**config.mk**
```make
export PLATFORM = sky130hd
export DESIGN_NAME = chunked_adder
export DESIGN_NICKNAME = d
export VERILOG_FILES = /design/src/rtl/chunked_adder.sv
export SDC_FILE = /design/constraint.sdc
export NUM_CORES = 1
export LEC_CHECK = 0
export ABC_AREA = 0
export BUFFER_PORTS_ARGS = -buffer_cell sky130_fd_sc_hd__buf_2
export CORE_ASPECT_RATIO = 2
export CORE_MARGIN = 4
export CORE_UTILIZATION = 40
export CTS_BUF_LIST = sky130_fd_sc_hd__clkbuf_16
export DETAILED_ROUTE_END_ITERATION = 12
export MAX_ROUTING_LAYER = met4
export SLEW_MARGIN = 20
export SYNTH_ARGS = -nofsm -noshare
export SYNTH_HDL_FRONTEND = slang
export SYNTH_SLANG_ARGS = --single-unit
```
**constraint.sdc**
```tcl
create_clock -name clk -period 3.4 [get_ports clk]
set_input_delay 0.51 -clock clk [delete_from_list [all_inputs] [get_ports clk]]
set_output_delay 0.51 -clock clk [all_outputs]
set_load 0.005 [all_outputs]
```
**src/rtl/chunked_adder.sv**
```systemverilog
// chunked_adder: WIDTH-bit adder that adds CHUNK bits per clock with a registered inter-chunk carry.
// Define CHUNKED_ADDER_ADDSUB_EN to add the sub port (a - b through inverted B and inverted carry-in).
module chunked_adder #(
    parameter int WIDTH = 16,
    parameter int CHUNK = 4
) (
    input  logic             clk,
    input  logic             rst,
    input  logic             in_valid,
    output logic             in_ready,
    input  logic [WIDTH-1:0] a,
    input  logic [WIDTH-1:0] b,
    input  logic             cin,
`ifdef CHUNKED_ADDER_ADDSUB_EN
    input  logic             sub,
`endif
    output logic             out_valid,
    input  logic             out_ready,
    output logic [WIDTH-1:0] sum,
    output logic             cout,
    output logic             ovf
);
    localparam int NCH = WIDTH / CHUNK;
    localparam int KW = (NCH > 1) ? $clog2(NCH) : 1;
    localparam logic [KW-1:0] K_LAST = KW'(NCH - 1);

    typedef enum logic [1:0] {IDLE, RUN, DONE} state_t;
    state_t state, state_nxt;

    logic sub_eff;
`ifdef CHUNKED_ADDER_ADDSUB_EN
    assign sub_eff = sub;
`else
    assign sub_eff = 1'b0;
`endif

    // Handshakes: a transfer happens on an edge where valid && ready; in_ready and
    // out_valid come from state only, and out_valid holds with stable results until taken.
    logic [WIDTH-1:0] a_r, b_r, acc, acc_nxt;
    logic             carry_r;
    logic [KW-1:0]    k;
    logic [CHUNK:0]   slice_sum;
    logic             msb_cin;
    logic             last;

    // Operand registers shift right each RUN cycle, so the current slice is always the low CHUNK bits.
    always_comb begin
        slice_sum = {1'b0, a_r[CHUNK-1:0]} + {1'b0, b_r[CHUNK-1:0]} + {{CHUNK{1'b0}}, carry_r};
        acc_nxt   = (acc >> CHUNK) | (WIDTH'(slice_sum[CHUNK-1:0]) << (WIDTH - CHUNK));
        msb_cin   = a_r[CHUNK-1] ^ b_r[CHUNK-1] ^ slice_sum[CHUNK-1];
        last      = (k == K_LAST);
    end

    always_ff @(posedge clk) begin
        if (rst) begin
            state <= IDLE;
        end else begin
            state <= state_nxt;
        end
    end

    always_comb begin
        state_nxt = state;
        case (state)
            IDLE:    if (in_valid) state_nxt = RUN;
            RUN:     if (last) state_nxt = DONE;
            DONE:    if (out_ready) state_nxt = IDLE;
            default: state_nxt = IDLE;
        endcase
    end

    always_comb begin
        in_ready  = (state == IDLE);
        out_valid = (state == DONE);
    end

    always_ff @(posedge clk) begin
        if (rst) begin
            a_r     <= '0;
            b_r     <= '0;
            acc     <= '0;
            carry_r <= 1'b0;
            k       <= '0;
            sum     <= '0;
            cout    <= 1'b0;
            ovf     <= 1'b0;
        end else begin
            case (state)
                IDLE: begin
                    if (in_valid) begin
                        a_r     <= a;
                        b_r     <= b ^ {WIDTH{sub_eff}};
                        carry_r <= cin ^ sub_eff;
                        k       <= '0;
                    end
                end
                RUN: begin
                    a_r     <= a_r >> CHUNK;
                    b_r     <= b_r >> CHUNK;
                    acc     <= acc_nxt;
                    carry_r <= slice_sum[CHUNK];
                    k       <= k + 1'b1;
                    if (last) begin
                        sum  <= acc_nxt;
                        cout <= slice_sum[CHUNK];
                        ovf  <= msb_cin ^ slice_sum[CHUNK];
                    end
                end
                default: ;
            endcase
        end
    end
endmodule

```
* Word-level counts from Yosys, hierarchy flattened
Cells that the tools add are included.
** Word-level totals
- Input bits :: 37
- Register bits after elaboration :: 71
- Word-level logic and storage cells :: 39
- Output and inout port bits :: 20
** Operators by class
- Reductions and logical operators :: 5
- Mux-type cells :: 12
- Bitwise gates (word level) :: 4
- Eq/ne operators :: 6
- $add $sub $neg :: 3
** Operators by type and width (number)
- one-hot mux 16 bit (2 select lines) :: 2
- two-way mux 16 bit :: 2
- OR 12 x 16 -> 16 bit :: 1
- two-way mux 2 bit :: 4
- one-hot mux 2 bit (3 select lines) :: 1
- adder 4 x 4 -> 5 bit :: 1
- adder 5 x 1 -> 5 bit :: 1
- equality test 2 bit, second input constant :: 2
- inequality test 2 bit, second input constant :: 2
- one-hot mux 2 bit (2 select lines) :: 1
- AND reduction 2 bit :: 2
- AND reduction 3 bit :: 1
- bitwise XOR 1 bit :: 3
- adder 2 x 1 -> 2 bit, second input constant :: 1
- equality test 2 x 1 -> 1 bit, second input constant :: 1
- zero test 2 bit :: 1
- inequality test 2 x 1 -> 1 bit, second input constant :: 1
- one-hot mux 1 bit (2 select lines) :: 1
- nonzero test 2 bit :: 1
- two-way mux 1 bit :: 1

* Depth between registers and ports, before layout
- Depth after elaboration :: 4
- Gate-level depth with buffers :: 7
- Mapped depth without buffers :: 7

* Worst setup path before layout
No wires, ideal clock.
- Path type :: register -> register
- From :: register a_r[0]
- To :: register ovf
- Period minus slack after synthesis :: 1.668 ns
- Cell stages (with the launch flop) :: 8
- Setup time :: 0.086 ns
- Required time :: 3.314 ns
- Arrival :: 1.583 ns
- Buffers on the path :: 0
- Slack :: 1.732 ns
- Path through :: dfxtp_1 -> fa_1 -> inv_1 -> fa_1 -> nand2b_1 -> a21oi_1 -> xnor2_1 -> a211oi_1
** Between the ends
- Cells in the longest elaborated chain, start to end :: 4
** RTL lines
- start: declaration :: RTL line 39 : logic [WIDTH-1:0] a_r, b_r, acc, acc_nxt;
- start signal: assignment :: RTL line 98 : a_r <= a_r >> CHUNK;
- adder 4 x 4 -> 5 bit * :: RTL line 48 : slice_sum = {1'b0, a_r[CHUNK-1:0]} + {1'b0, b_r[CHUNK-1:0]} + {{CHUNK{1'b0}}, carry_r};
- adder 5 x 1 -> 5 bit * :: RTL line 48
- bitwise XOR 1 bit :: RTL line 50 : msb_cin = a_r[CHUNK-1] ^ b_r[CHUNK-1] ^ slice_sum[CHUNK-1];
- bitwise XOR 1 bit * :: RTL line 106 : ovf <= msb_cin ^ slice_sum[CHUNK];
- end signal: assignment :: RTL line 106
- end: declaration :: RTL line 21 : output logic ovf
Every way passes the cells marked *; elsewhere a longest branch is shown, timed or not.
A chain may end at the register's enable or synchronous reset.

* Final worst setup path
- From :: register state[1]
- To :: register a_r[10]
** Between the ends
- Cells in the longest elaborated chain, start to end :: 3
- Elaborated cells on any way between the ends :: 6
- Classes of those cells :: eq/ne: 2; mux: 1; reduce/logical: 3
** RTL lines
- start: declaration :: RTL line 28 : state_t state, state_nxt;
- start signal: assignment :: RTL line 58 : state <= state_nxt;
- equality test 2 x 1 -> 1 bit or zero test 2 bit (tied branches) :: RTL line 88 : case (state)
- nonzero test 2 bit (no source line) or inequality test 2 bit (tied branches)
- AND reduction 2 bit (no source line)
Several ways; a longest one is shown, not always the timed one.

==> out/summary.md <==
Clock tree
* **clock root buffer master** sky130_fd_sc_hd__clkbuf_16
* **maximum clock insertion buffer count** 2
* **number of buffers inserted by hold repair at cts** 0
* **post_cts resized** 0
* **clock-pin slew of the registers on the worst-case setup and hold paths** 0.05 ns
* **total number of clock tree sinks** 67
* **buffers inserted during post-CTS setup optimization** 0
* **# H-tree levels** 3
* **clock latency on the worst-skew pair** 0.33 ns
* **total CTS buffers** 9
* **TritonCTS clock tree** done

Logic synthesis
* **number of library cell types mapped by synthesis** 31
* **Netlist Area Pre-Place** 2830 sq um
* **sequential cell area fraction in the yosys report** 0.475
* **synthesized flop and latch total** 67
* **Warnings, synthesis** 0
* **syn avg cell area** 7.94 sq um
* **synthesized instance count** 356
* **Post-Synthesis Net Count** 399

Placement
* **number of cells after detailed placement** 479
* **number of input and output port buffers inserted** 56
* **weighted congestion at the end of routability-driven global placement** 0.788
* **post-DP HPWL** 4740 microns

Power
* **leakage power total** 1.47 nW
* **design internal power** 0.00139 W
* **sequential cell fraction of total power** 0.464
* **Power Dens Cells** 545 nW/um^2
* **net switching fraction of the power** 0.240
* **switching power total** 0.000441 W
* **Comb pwr share** 0.118
* **Clk network pwr share** 0.418
* **highest ir drop seen on vdd** 378 uV

Routing
* **number of design rule violations left after detail routing** 0
* **total via count after detailed routing** 2,466
* **DR pass1 iterations** 5
* **post-route antenna net violation count** 0
* **DRC violation total after the first TritonRoute iteration** 119
* **via/cell ratio** 5.01
* **Routed WL** 6610 microns
* **Routed wire per std cell** 13.4 microns

Cells and area
* **Storage cell area** 1340 sq um
* **growth of design area from synthesis to finish** 19.0%
* **area of the multi-input gates** 1340 sq um
* **n_diodes** 0
* **number of fillers in the final layout** 750
* **Final Net Count** 443
* **post-route non-filler standard cell count** 492
* **share of final-layout standard cells stronger than drive strength 1** 0.184

Global routing
* **antenna violations before repair** 0
* **wire length of the first global-routing pass** 11,000 microns
* **GRT Overall Usage** 0.177
* **via count of the first global-routing pass** 2,362
* **maximum number of pins on one net before global-route repair** 38
* **sum of overflow across all layers after global routing** 0

Critical path
* **critical path type** reg2reg
* **Worst Setup End Kind** register
* **largest fanout of any net on the critical path** 17
* **setup slack of the most critical reg-to-reg path** 1.48 ns
* **Worst Path Buf+Inv** 2
* **critical path cell sequence** buf_4, nor2_1, buf_4, nor2_1, nor3_1
* **Top Family by Delay on Critical Path** simple AND/OR/NAND/NOR gates
* **CP Launch Type** register
* **reg-to-reg startpoint** state[1]$_SDFFE_PP0P_
* **worst setup path start** state[1]$_SDFFE_PP0P_
* **Critical-path top delay cell** sky130_fd_sc_hd__nor2_1
* **data required time of the critical path** 3.64 ns
* **largest stage delay on the critical path** 0.54 ns
* **WP data arrival** 2.17 ns

STA
* **worst hold margin** 0.418 ns
* **measured slew at the worst slew-check pin** 0.678 ns
* **Period minus WS final** 1.92 ns
* **final number of hold-violating endpoints** 0
* **pins over their slew limit** 0
* **setup clock skew after layout** 0.00446 ns
* **setup TNS after final layout** 0 ns
* **unrepaired setup endpoints after global routing** false
* **top achievable clock speed** 520 MHz
* **final setup violating endpoints** 0
* **relative max-transition margin** 0.548
* **ratio of final minimum period to clock period** 0.566

Die
* **horizontal extent of the die** 67.4 microns
* **count of boundary I/O pins** 57
* **overall die area** 8560 sq um
* **Die Y** 127 microns
* **Initial Utilization** 0.410
* **Std-Cell Core Area** 6890 sq um
* **row count** 43

Outcome
* **result of the run** finished clean

Job
* **number of maximum-capacitance violations** 0

Min path
* **Hold Path Class** in2reg
* **hold wc startpoint** a[12]

layer usage:
metal,GRT usage,up-vias,part of all wire
li1,-,1283,-
met1,0.183,1114,0.39
met2,0.296,56,0.54
met3,0.0523,13,0.045
met4,0.0837,0,0.027
met5,-,-,0
final cells by class:
| cell class | instances | share of cell area |
|---|---|---|
| Tap cell | 90 | 0.0335 |
| Sequential cell | 67 | 0.399 |
| Clock buffer | 9 | 0.0669 |
| Clock inverter | 4 | 0.00446 |
| Inverter | 4 | 0.00446 |
| Timing Repair Buffer | 61 | 0.0945 |
| Multi-Input combinational cell | 257 | 0.398 |
registers in the layout, summed over array words and instances (netlist names):
register and cells:
ovf 1, b_r 16, state 2, cout 1
sum 16, acc 12, k 2, a_r 16
carry_r 1
kinds of logic after synthesis:
kind of cell	Yosys count	share of synthesized area
AO/OA/AOI/OAI	72	0.176
XOR/XNOR	2	0.00620
adder cells (fa/ha/maj)	6	0.0319
buffers and inverters	32	0.0522
flip-flops	67	0.475
AND/OR/NAND/NOR	177	0.259
Yosys cell counts:
library cell / n / share of area
sky130_fd_sc_hd__a211oi_1: 4 / 0.011
sky130_fd_sc_hd__a211oi_2: 2 / 0.0089
sky130_fd_sc_hd__a21o_1: 1 / 0.0027
sky130_fd_sc_hd__a21oi_1: 30 / 0.053
sky130_fd_sc_hd__a22oi_1: 9 / 0.024
sky130_fd_sc_hd__a2bb2oi_1: 21 / 0.065
sky130_fd_sc_hd__and2_1: 2 / 0.0044
sky130_fd_sc_hd__and3_1: 1 / 0.0022
sky130_fd_sc_hd__buf_1: 2 / 0.0027
sky130_fd_sc_hd__buf_2: 13 / 0.023
sky130_fd_sc_hd__buf_4: 1 / 0.0027
sky130_fd_sc_hd__buf_6: 1 / 0.0040
sky130_fd_sc_hd__clkbuf_1: 11 / 0.015
sky130_fd_sc_hd__dfxtp_1: 67 / 0.47
sky130_fd_sc_hd__fa_1: 2 / 0.014
sky130_fd_sc_hd__ha_1: 4 / 0.018
sky130_fd_sc_hd__inv_1: 3 / 0.0040
sky130_fd_sc_hd__inv_2: 1 / 0.0013
sky130_fd_sc_hd__nand2_1: 52 / 0.069
sky130_fd_sc_hd__nand2b_1: 4 / 0.0089
sky130_fd_sc_hd__nand3_1: 2 / 0.0035
sky130_fd_sc_hd__nor2_1: 85 / 0.11
sky130_fd_sc_hd__nor2b_1: 5 / 0.011
sky130_fd_sc_hd__nor3_1: 23 / 0.041
sky130_fd_sc_hd__o21ai_0: 1 / 0.0018
sky130_fd_sc_hd__o221ai_1: 1 / 0.0031
sky130_fd_sc_hd__o22ai_1: 3 / 0.0066
sky130_fd_sc_hd__or2_1: 1 / 0.0022
sky130_fd_sc_hd__or2_2: 1 / 0.0022
sky130_fd_sc_hd__or3_1: 1 / 0.0022
sky130_fd_sc_hd__xnor2_1: 2 / 0.0062
worst paths after layout:
kind	endpoint	cells past startpoint
worst max-delay path	a_r[10]$_SDFFE_PP0P_	5
worst max register to register	a_r[10]$_SDFFE_PP0P_	5
worst min register to register	sum[5]$_SDFFE_PP0P_	2
worst min-delay path	a_r[12]$_SDFFE_PP0P_	3
worst reg2reg max path: cells and delay by family, from the launching register on:
kind          cells  cell delay (ns)
simple gates      3             0.74
buf+inv           2             0.62
flops             1             0.49
power groups by stage:
stage | logic [W] | registers (W) | clock network, W
2_1_floorplan | 0.000164 | 0.000861 | 0
3_3_place_gp | 0.000217 | 0.000867 | 0
3_5_place_dp | 0.000219 | 0.000867 | 0
4_1_cts | 0.000221 | 0.000851 | 0.000794
5_1_grt | 0.000248 | 0.000855 | 0.000826
6_report | 0.000216 | 0.000851 | 0.000767
cell usage in the layout, fill, tap and decap left out:
| cell type | count |
|---|---|
| sky130_fd_sc_hd__o221ai_1 | 1 |
| sky130_fd_sc_hd__or3_1 | 1 |
| sky130_fd_sc_hd__ha_1 | 4 |
| sky130_fd_sc_hd__or2_2 | 1 |
| sky130_fd_sc_hd__o21ai_0 | 1 |
| sky130_fd_sc_hd__a211oi_1 | 4 |
| sky130_fd_sc_hd__fa_1 | 2 |
| sky130_fd_sc_hd__buf_2 | 56 |
| sky130_fd_sc_hd__inv_2 | 1 |
| sky130_fd_sc_hd__or2_1 | 1 |
| sky130_fd_sc_hd__a22oi_1 | 9 |
| sky130_fd_sc_hd__nand2_1 | 52 |
| sky130_fd_sc_hd__and3_1 | 1 |
| sky130_fd_sc_hd__inv_1 | 6 |
| sky130_fd_sc_hd__a21o_1 | 1 |
| sky130_fd_sc_hd__a211oi_2 | 2 |
| sky130_fd_sc_hd__clkinv_1 | 1 |
| sky130_fd_sc_hd__nor2_1 | 85 |
| sky130_fd_sc_hd__nand3_1 | 2 |
| sky130_fd_sc_hd__a21oi_1 | 30 |
| sky130_fd_sc_hd__nor2b_1 | 5 |
| sky130_fd_sc_hd__nand2b_1 | 4 |
| sky130_fd_sc_hd__a2bb2oi_1 | 21 |
| sky130_fd_sc_hd__o22ai_1 | 3 |
| sky130_fd_sc_hd__xnor2_1 | 2 |
| sky130_fd_sc_hd__dfxtp_1 | 67 |
| sky130_fd_sc_hd__buf_4 | 5 |
| sky130_fd_sc_hd__clkbuf_16 | 9 |
| sky130_fd_sc_hd__and2_1 | 2 |
| sky130_fd_sc_hd__nor3_1 | 23 |
metrics by stage:
stage | cell area (sq um) | total power (W) | worst slack (ns) | utilization
2_1_floorplan | 2830 | 0.00102 | 1.73 | -
3_3_place_gp | 3120 | 0.00108 | 1.34 | 0.454
3_5_place_dp | 3120 | 0.00109 | 1.30 | 0.454
4_1_cts | 3360 | 0.00187 | 1.46 | 0.489
5_1_grt | 3360 | 0.00193 | 1.29 | 0.489
6_report | 3360 | 0.00183 | 1.48 | 0.489
Note: power is estimated with default switching activity, not from simulation.
